File: config.mk
export PLATFORM = sky130hd
export DESIGN_NAME = spec_fifo_ckpt_flat
export DESIGN_NICKNAME = d
export VERILOG_FILES = /design/src/rtl/spec_fifo_ckpt_if.sv /design/src/rtl/spec_fifo_ckpt.sv /design/src/flat_wrapper.sv
export SDC_FILE = /design/constraint.sdc
export NUM_CORES = 1
export LEC_CHECK = 0
export CORE_MARGIN = 5
export CORE_UTILIZATION = 47
export CTS_BUF_LIST = sky130_fd_sc_hd__clkbuf_16
export DETAILED_ROUTE_END_ITERATION = 7
export PLACE_DENSITY = 0.66
export SYNTH_ARGS = -nofsm -noshare
export SYNTH_HDL_FRONTEND = slang
export SYNTH_SLANG_ARGS = --single-unit
File: constraint.sdc
create_clock -name clk -period 7.7 [get_ports clk]
set_input_delay 1.155 -clock clk [delete_from_list [all_inputs] [get_ports clk]]
set_output_delay 1.155 -clock clk [all_outputs]
set_load 0.05 [all_outputs]
File: src/rtl/spec_fifo_ckpt_if.sv
// Handshake bundle for spec_fifo_ckpt: speculative write side, committed read side, occupancy.
// With SPEC_FIFO_CKPT_ERR_EN defined the bundle also carries the sticky err flag.
interface spec_fifo_ckpt_if #(
    parameter int WIDTH = 8,
    parameter int DEPTH = 16,
    parameter int CKPTS = 4
);
    localparam int CNT_W = $clog2(DEPTH) + 1;
    localparam int CK_W  = $clog2(CKPTS) + 1;

    logic             commit;
    logic             revert;
    logic             mark;
    logic             ready_in;
    logic             valid_in;
    logic [WIDTH-1:0] data_in;
    logic             ready_out;
    logic             valid_out;
    logic [WIDTH-1:0] data_out;
    logic [CNT_W-1:0] count;
    logic [CNT_W-1:0] spec_count;
    logic [CK_W-1:0]  ckpt_count;
`ifdef SPEC_FIFO_CKPT_ERR_EN
    logic             err;
`endif

    modport master (
        output commit, revert, mark, valid_in, data_in, ready_out,
        input  ready_in, valid_out, data_out, count, spec_count, ckpt_count
`ifdef SPEC_FIFO_CKPT_ERR_EN
        , input err
`endif
    );

    modport slave (
        input  commit, revert, mark, valid_in, data_in, ready_out,
        output ready_in, valid_out, data_out, count, spec_count, ckpt_count
`ifdef SPEC_FIFO_CKPT_ERR_EN
        , output err
`endif
    );
endinterface

File: src/rtl/spec_fifo_ckpt.sv
// Speculative FIFO with a CKPTS-deep stack of nested rollback checkpoints.
// Optional feature macro SPEC_FIFO_CKPT_ERR_EN adds a sticky protocol-error flag.
module spec_fifo_ckpt #(
    parameter int WIDTH = 8,
    parameter int DEPTH = 16,
    parameter int CKPTS = 4
) (
    input  logic                clk,
    input  logic                reset_n,
    spec_fifo_ckpt_if.slave     bus
);
    localparam int AW  = $clog2(DEPTH);
    localparam int PW  = AW + 1;
    localparam int CW  = $clog2(CKPTS) + 1;
    localparam int CIW = (CKPTS > 1) ? $clog2(CKPTS) : 1;
    localparam logic [PW-1:0] DEPTH_C = PW'(DEPTH);
    localparam logic [CW-1:0] CKPTS_C = CW'(CKPTS);

    logic [WIDTH-1:0] mem_q [DEPTH];
    logic [PW-1:0]    stack_q [CKPTS];

    logic [PW-1:0]  rd_q, rd_d;
    logic [PW-1:0]  wr_q, wr_d;
    logic [PW-1:0]  spec_q, spec_d;
    logic [CW-1:0]  ckpt_q, ckpt_d;

    logic [PW-1:0]  count_w, spec_count_w;
    logic           full, wr_en, rd_en, push, ovf;
    logic [CIW-1:0] push_idx, pop_idx;

    assign count_w      = wr_q - rd_q;
    assign spec_count_w = spec_q - rd_q;
    assign full         = (spec_count_w == DEPTH_C);
    assign wr_en        = bus.valid_in & ~full;
    assign rd_en        = bus.ready_out & (count_w != '0);
    assign push_idx     = ckpt_q[CIW-1:0];
    assign pop_idx      = push_idx - CIW'(1);

    assign bus.ready_in   = ~full;
    assign bus.valid_out  = (count_w != '0);
    assign bus.data_out   = mem_q[rd_q[AW-1:0]];
    assign bus.count      = count_w;
    assign bus.spec_count = spec_count_w;
    assign bus.ckpt_count = ckpt_q;

    // revert beats commit beats mark; reads advance independently of all three
    always_comb begin
        rd_d   = rd_q + PW'(rd_en);
        wr_d   = wr_q;
        spec_d = spec_q + PW'(wr_en);
        ckpt_d = ckpt_q;
        push   = 1'b0;
        ovf    = 1'b0;
        if (bus.revert) begin
            if (ckpt_q != '0) begin
                spec_d = stack_q[pop_idx];
                ckpt_d = ckpt_q - CW'(1);
            end else begin
                spec_d = wr_q;
            end
        end else if (bus.commit) begin
            wr_d   = spec_q + PW'(wr_en);
            ckpt_d = '0;
        end else if (bus.mark) begin
            if (ckpt_q != CKPTS_C) begin
                push   = 1'b1;
                ckpt_d = ckpt_q + CW'(1);
            end else begin
                ovf = 1'b1;
            end
        end
    end

    always_ff @(posedge clk or negedge reset_n) begin
        if (!reset_n) begin
            rd_q   <= '0;
            wr_q   <= '0;
            spec_q <= '0;
            ckpt_q <= '0;
            for (int i = 0; i < CKPTS; i++) stack_q[i] <= '0;
        end else begin
            rd_q   <= rd_d;
            wr_q   <= wr_d;
            spec_q <= spec_d;
            ckpt_q <= ckpt_d;
            // the checkpoint records the pointer before this cycle's write
            if (push) stack_q[push_idx] <= spec_q;
        end
    end

    // Storage is not reset; a write during revert lands in a slot past spec_wr_ptr and is dead.
    always_ff @(posedge clk) begin
        if (wr_en) mem_q[spec_q[AW-1:0]] <= bus.data_in;
    end

`ifdef SPEC_FIFO_CKPT_ERR_EN
    logic err_q, err_d;

    always_comb begin
        err_d = err_q | ovf | (bus.valid_in & full) | (bus.ready_out & (count_w == '0));
    end

    always_ff @(posedge clk or negedge reset_n) begin
        if (!reset_n) err_q <= 1'b0;
        else          err_q <= err_d;
    end

    assign bus.err = err_q;
`else
    logic unused_ovf;
    assign unused_ovf = ovf;
`endif
endmodule
File: src/flat_wrapper.sv
// flat-port wrapper written by rule: the top's interface ports become plain ports
module spec_fifo_ckpt_flat 
#(
    parameter int WIDTH = 8,
    parameter int DEPTH = 16,
    parameter int CKPTS = 4
)
  (clk, reset_n, bus_commit, bus_revert, bus_mark, bus_valid_in, bus_data_in, bus_ready_out, bus_ready_in, bus_valid_out, bus_data_out, bus_count, bus_spec_count, bus_ckpt_count);
  spec_fifo_ckpt_if #(.WIDTH(WIDTH), .DEPTH(DEPTH), .CKPTS(CKPTS)) bus_i ();
  input  logic clk;
  input  logic reset_n;
  input wire logic [$bits(bus_i.commit)-1:0] bus_commit;
  input wire logic [$bits(bus_i.revert)-1:0] bus_revert;
  input wire logic [$bits(bus_i.mark)-1:0] bus_mark;
  input wire logic [$bits(bus_i.valid_in)-1:0] bus_valid_in;
  input wire logic [$bits(bus_i.data_in)-1:0] bus_data_in;
  input wire logic [$bits(bus_i.ready_out)-1:0] bus_ready_out;
  output wire logic [$bits(bus_i.ready_in)-1:0] bus_ready_in;
  output wire logic [$bits(bus_i.valid_out)-1:0] bus_valid_out;
  output wire logic [$bits(bus_i.data_out)-1:0] bus_data_out;
  output wire logic [$bits(bus_i.count)-1:0] bus_count;
  output wire logic [$bits(bus_i.spec_count)-1:0] bus_spec_count;
  output wire logic [$bits(bus_i.ckpt_count)-1:0] bus_ckpt_count;
  assign bus_i.commit = bus_commit;
  assign bus_i.revert = bus_revert;
  assign bus_i.mark = bus_mark;
  assign bus_i.valid_in = bus_valid_in;
  assign bus_i.data_in = bus_data_in;
  assign bus_i.ready_out = bus_ready_out;
  assign bus_ready_in = bus_i.ready_in;
  assign bus_valid_out = bus_i.valid_out;
  assign bus_data_out = bus_i.data_out;
  assign bus_count = bus_i.count;
  assign bus_spec_count = bus_i.spec_count;
  assign bus_ckpt_count = bus_i.ckpt_count;
  spec_fifo_ckpt #(.WIDTH(WIDTH), .DEPTH(DEPTH), .CKPTS(CKPTS)) u_core (.clk(clk), .reset_n(reset_n), .bus(bus_i));
endmodule
After elaboration in Yosys (flattened, before gate mapping) --
Memories as Yosys holds them, arrays and structs flattened. Index checks and enable logic that the tools add are counted.
Storage, ports and cells: register bits after elaboration 38, RAM bits 128, input port bits 15, word-level logic and storage cells 54, memories kept 1
Memory list:
- u_core.mem_q | words 16, width 8, read ports 1, clocked after Yosys merged registers in 0, write ports 1, RTL line spec_fifo_ckpt.sv:19 | logic [WIDTH-1:0] mem_q [DEPTH];
Cells by class: add/subtract/negate cells 7, order comparisons 3, equal/unequal tests 3, multiplexer cells 19, bitwise logic cells 6, reductions and logical operators 7
Operators with widths (count):
- 2-to-1 mux 5 bit | 5
- bitwise mux 20 bit | 1
- 2-to-1 mux 3 bit | 5
- adder 5 x 1 -> 5 bit | 2
- binary-select mux 5 bit (select 2 bit) | 1
- demux 5 bit (select 2 bit) | 1
- subtractor 5 bit | 2
- nonzero test 3 bit | 3
- >= comparator 3 bit, second input constant | 2
- 2-to-1 mux 1 bit | 6
- NOT 2 -> 3 bit | 2
- equality test 5 bit, second input constant | 1
- nonzero test 5 bit | 1
- adder 3 x 1 -> 3 bit, second input constant | 1
- less-than comparator 3 x 1 -> 1 bit, second input constant | 1
- != test 3 bit, second input constant | 1
- AND reduction 3 bit | 1
- subtractor 3 x 1 -> 3 bit, second input constant | 1
- bitwise AND 1 bit | 2
- != test 2 x 1 -> 1 bit, second input constant | 1
- NOT 1 bit | 2
- AND reduction 2 bit | 1
- subtractor 2 x 1 -> 2 bit, second input constant | 1
- logical AND 1 bit | 1

Depth between registers and ports, before layout --
depth in word-level cells 7, mapped depth 14, gate-level depth less buffers 13

Worst setup path after synthesis --
Ideal clock, no wire load.
kind register to output, start point register u_core.spec_q[1], end point output bus_ready_in, data arrival time 3044 ps, data required time 6545 ps, setup slack 3501 ps, cell stages (with the launch flop) 9, cell sequence dfrtp_1 > clkbuf_1 > inv_1 > fa_1 > nand2b_1 > a21oi_1 > xnor2_1 > clkbuf_1 > nand3_1
Between the ends: word-level cells in the longest chain between the ends 3
Ends and longest elaborated chain:
- start: declaration | RTL line spec_fifo_ckpt.sv:24 | logic [PW-1:0] spec_q, spec_d;
- start signal: assignment | RTL line spec_fifo_ckpt.sv:84 | spec_q <= spec_d;
- subtractor 5 bit | RTL line spec_fifo_ckpt.sv:32 | assign spec_count_w = spec_q - rd_q;
- via bus_spec_count[4] | RTL line flat_wrapper.sv:22 | output wire logic [$bits(bus_i.spec_count)-1:0] bus_spec_count;
- equality test 5 bit | RTL line spec_fifo_ckpt.sv:33 | assign full = (spec_count_w == DEPTH_C);
- NOT 1 bit | RTL line spec_fifo_ckpt.sv:39 | assign bus.ready_in = ~full;
- end: declaration | RTL line flat_wrapper.sv:18 | output wire logic [$bits(bus_i.ready_in)-1:0] bus_ready_in;
The timed path passes the listed nets, and every way through them passes these cells.

Worst setup path in the final report --
start point register u_core.rd_q[0], end point output bus_ready_in
Between the ends: word-level cells in the longest chain between the ends 3
Ends and longest elaborated chain:
- start: declaration | RTL line spec_fifo_ckpt.sv:22 | logic [PW-1:0] rd_q, rd_d;
- start signal: assignment | RTL line spec_fifo_ckpt.sv:82 | rd_q <= rd_d;
- subtractor 5 bit | RTL line spec_fifo_ckpt.sv:32
- equality test 5 bit | RTL line spec_fifo_ckpt.sv:33
- NOT 1 bit | RTL line spec_fifo_ckpt.sv:39
Every way passes these cells.

==> results.sh <==
export IMPL_status="completed"
export IMPL_grt_pass1_vias=4043
export IMPL_path_max_fanout=35
export IMPL_nFillCells=1217
export IMPL_critPathTopFamily="simple AND/OR/NAND/NOR gates"
export IMPL_grt_max_degree=39
export IMPL_dp_hpwl_um=9830
export IMPL_vias_per_cell=5.60
export IMPL_finalWirelength_um=14600
export IMPL_synthTopCellsByArea="edfxtp_1 (52%), dfrtp_1 (13%), mux4_1 (8.6%), mux4_2 (6.4%), mux2_2 (3.5%)"
export IMPL_cp_arrival_ps=4000
export IMPL_grt_pass1_wl_um=23100
export IMPL_port_buffers=37
export IMPL_slew_violations=0
export IMPL_insertion_delay_ps=420
export IMPL_synth_edf_count=128
export IMPL_post_cts_buffers=0
export IMPL_drv_cap=0
export IMPL_synth_commonest_cells="edfxtp_1 (128), dfrtp_1 (38), mux4_1 (24)"
export IMPL_htree_levels=4
export IMPL_die_h_um=135
export IMPL_synth_largest_area_cell="edfxtp_1"
export IMPL_initial_core_util_pct=48.1
export IMPL_endpoint_kind="primary output"
export IMPL_fin_crit_ps=5160
export IMPL_routabilityCongestion=0.745
export IMPL_clock_fmax_mhz=194
export IMPL_syn_avg_cell_area_um2=17.5
export IMPL_dieArea_mm2=0.0183
export IMPL_worstMarginPinSlew_ps=1040
export IMPL_cts_repair_resized=0
export IMPL_clock_path_buffers=2
export IMPL_area_growth_pct=16.5
export IMPL_cts_tree="yes"
export IMPL_fin_ws_ps=2540
export IMPL_tns_ps=0
export IMPL_final_cells=696
export IMPL_drive_gt1_share_pct=21.0
export IMPL_drcViolationCount=0
export IMPL_routed_via_count=3900
export IMPL_min_period_over_period_pct=67.0
export IMPL_drt_pre_antenna_iters=4
export IMPL_dp_slack_ps=3000
export IMPL_ys_types=38
export IMPL_ant_nets=0
export IMPL_antenna_found_initial=0
export IMPL_hold_viol=0
export IMPL_cp_slowest_cell="nor3_2"
export IMPL_whs_ps=502
export IMPL_ys_ff_latch=166
export IMPL_max_slew_margin_pct=30.8
export IMPL_yosysTopAreaCellShare_pct=52.2
export IMPL_track_usage_pct=17.1
export IMPL_syn_cell_area_mm2=0.00737
export IMPL_place_inst=665
export IMPL_final_nets=507
export IMPL_clkSlewWorstSetupHoldPaths_ps=60
export IMPL_finClkSkew_ps=7.57
export IMPL_synth_async_reset_ratio_pct=22.9
export IMPL_worstPathRequired_ps=6550
export IMPL_yosysSeqAreaShare_pct=65.1
export IMPL_crit_type="reg2out"
export IMPL_io_pins=38
export IMPL_path_cells="ha_1, fa_1, inv_1, nor3_2, nand3_1, clkdlybuf4s50_1"
export IMPL_cts_made_buffers=17
export IMPL_yosysMostFrequentCell="edfxtp_1"
export IMPL_core_area_mm2=0.0153
export IMPL_die_w_um=135
export IMPL_diodes=0
export IMPL_synthesis_nets=454
export IMPL_startpoint_type="flop"
export IMPL_synth_warning_count=0
export IMPL_worst_path_buf_inv=2
export IMPL_cts_sinks=166
export IMPL_rows=45
export IMPL_grt_ovfl_total=0
export IMPL_root_buffer="clkbuf_16"
export IMPL_ys_flop_type="edfxtp_1"
export IMPL_drtIter0Drc=280
export IMPL_postCtsHoldBufs=0
export IMPL_holdCritPathClass="reg2reg"
export IMPL_syn_inst=420
export IMPL_setup_viol=0
export IMPL_routedWlPerCell_um=21.0
export IMPL_slowest_delay_ps=810
export IMPL_rsz0062_at_grt="no"
-- worst paths after layout --
check                                           end  slack, ps               start  cells past startpoint
max                                    bus_ready_in       2540      u_core.rd_q[0]                      6
min                              u_core.stack_q[14]        500  u_core.stack_q[14]                      1
max reg2reg                          u_core.wr_q[4]       3920      u_core.rd_q[0]                     10
min reg2reg                      u_core.stack_q[14]        500  u_core.stack_q[14]                      1
max in group asynchronous            u_core.rd_q[0]       6250             reset_n                      1
min in group asynchronous  u_core.bus.ckpt_count[2]        840             reset_n                      1
-- state kept, by name, indices dropped and copies added (netlist names) --
register,cells
u_core.mem_q,128
u_core.stack_q,20
u_core.rd_q,5
u_core.spec_q,5
u_core.wr_q,5
u_core.bus.ckpt_count,3
-- metal layers --
layer / vias up / routed length, µm / GRT usage [%]
met2: 94 / 7610 / 28.9
met4: 0 / 257 / 6.66
met1: 2019 / 6090 / 21.4
met3: 22 / 663 / 4.12
li1: 1765 / - / -
met5: - / 0 / 0
-- through the flow --
step                      utilization, %  cell area, µm²
after floorplan                        -            7370
after global placement              52.3            8010
after detailed placement            52.3            8010
after CTS                           56.1            8580
after global routing                56.1            8580
final                               56.1            8580
-- layout make-up --
type / instances / area (µm²) / area share (%)
sequential: 166 / 4800 / 55.9
multi-input combinational: 215 / 2380 / 27.7
timing repair buffer: 55 / 500 / 5.83
clock buffer: 17 / 425 / 4.96
tap: 211 / 264 / 3.08
clock inverter: 14 / 153 / 1.78
inverter: 18 / 67.6 / 0.787
-- placed cells by master, fill, tap and decap left out, types with 2 or more instances in the layout --
cell type / count
clkdlybuf4s50_1: 36
fa_1: 2
nor3_1: 4
a21oi_1: 12
nand2_1: 20
nor2_1: 16
a31oi_1: 18
o21ai_0: 5
clkbuf_16: 17
inv_1: 16
xor2_1: 3
clkinv_2: 2
nand3_1: 11
inv_6: 2
clkinv_4: 3
nand2b_1: 5
edfxtp_1: 128
mux4_2: 21
dfrtp_1: 37
ha_1: 17
mux2i_1: 6
nor2b_1: 5
buf_4: 18
bufinv_16: 2
a22oi_1: 2
mux4_1: 24
xnor2_1: 10
clkinvlp_4: 3
mux2_2: 23
inv_2: 2
-- logic make-up (layout without fill, tap and decap cells) --
logic type	Yosys count	count (layout)	share of synthesized area (%)
DFF	166	166	65.1
adders and majority gates	19	19	3.43
and+or+nand+nor	66	66	4.28
AOI/OAI and AO/OA	42	42	3.50
xor gates and xnor gates	14	14	1.77
muxes	74	74	19.3
buffers and inverters	39	104	2.67
-- worst register-to-register path, cell delays in order (launching register included) --
cell	delay (ps)
dfrtp_2	770
ha_1	420
fa_1	480
inv_1	60
nor3_2	810
a31oi_1	180
ha_1	250
ha_1	210
nand3_1	110
xnor2_1	100
mux2_2	270
Power is not shown: default switching activity piles up to over one toggle a cycle in this logic, so the estimate is an artifact.
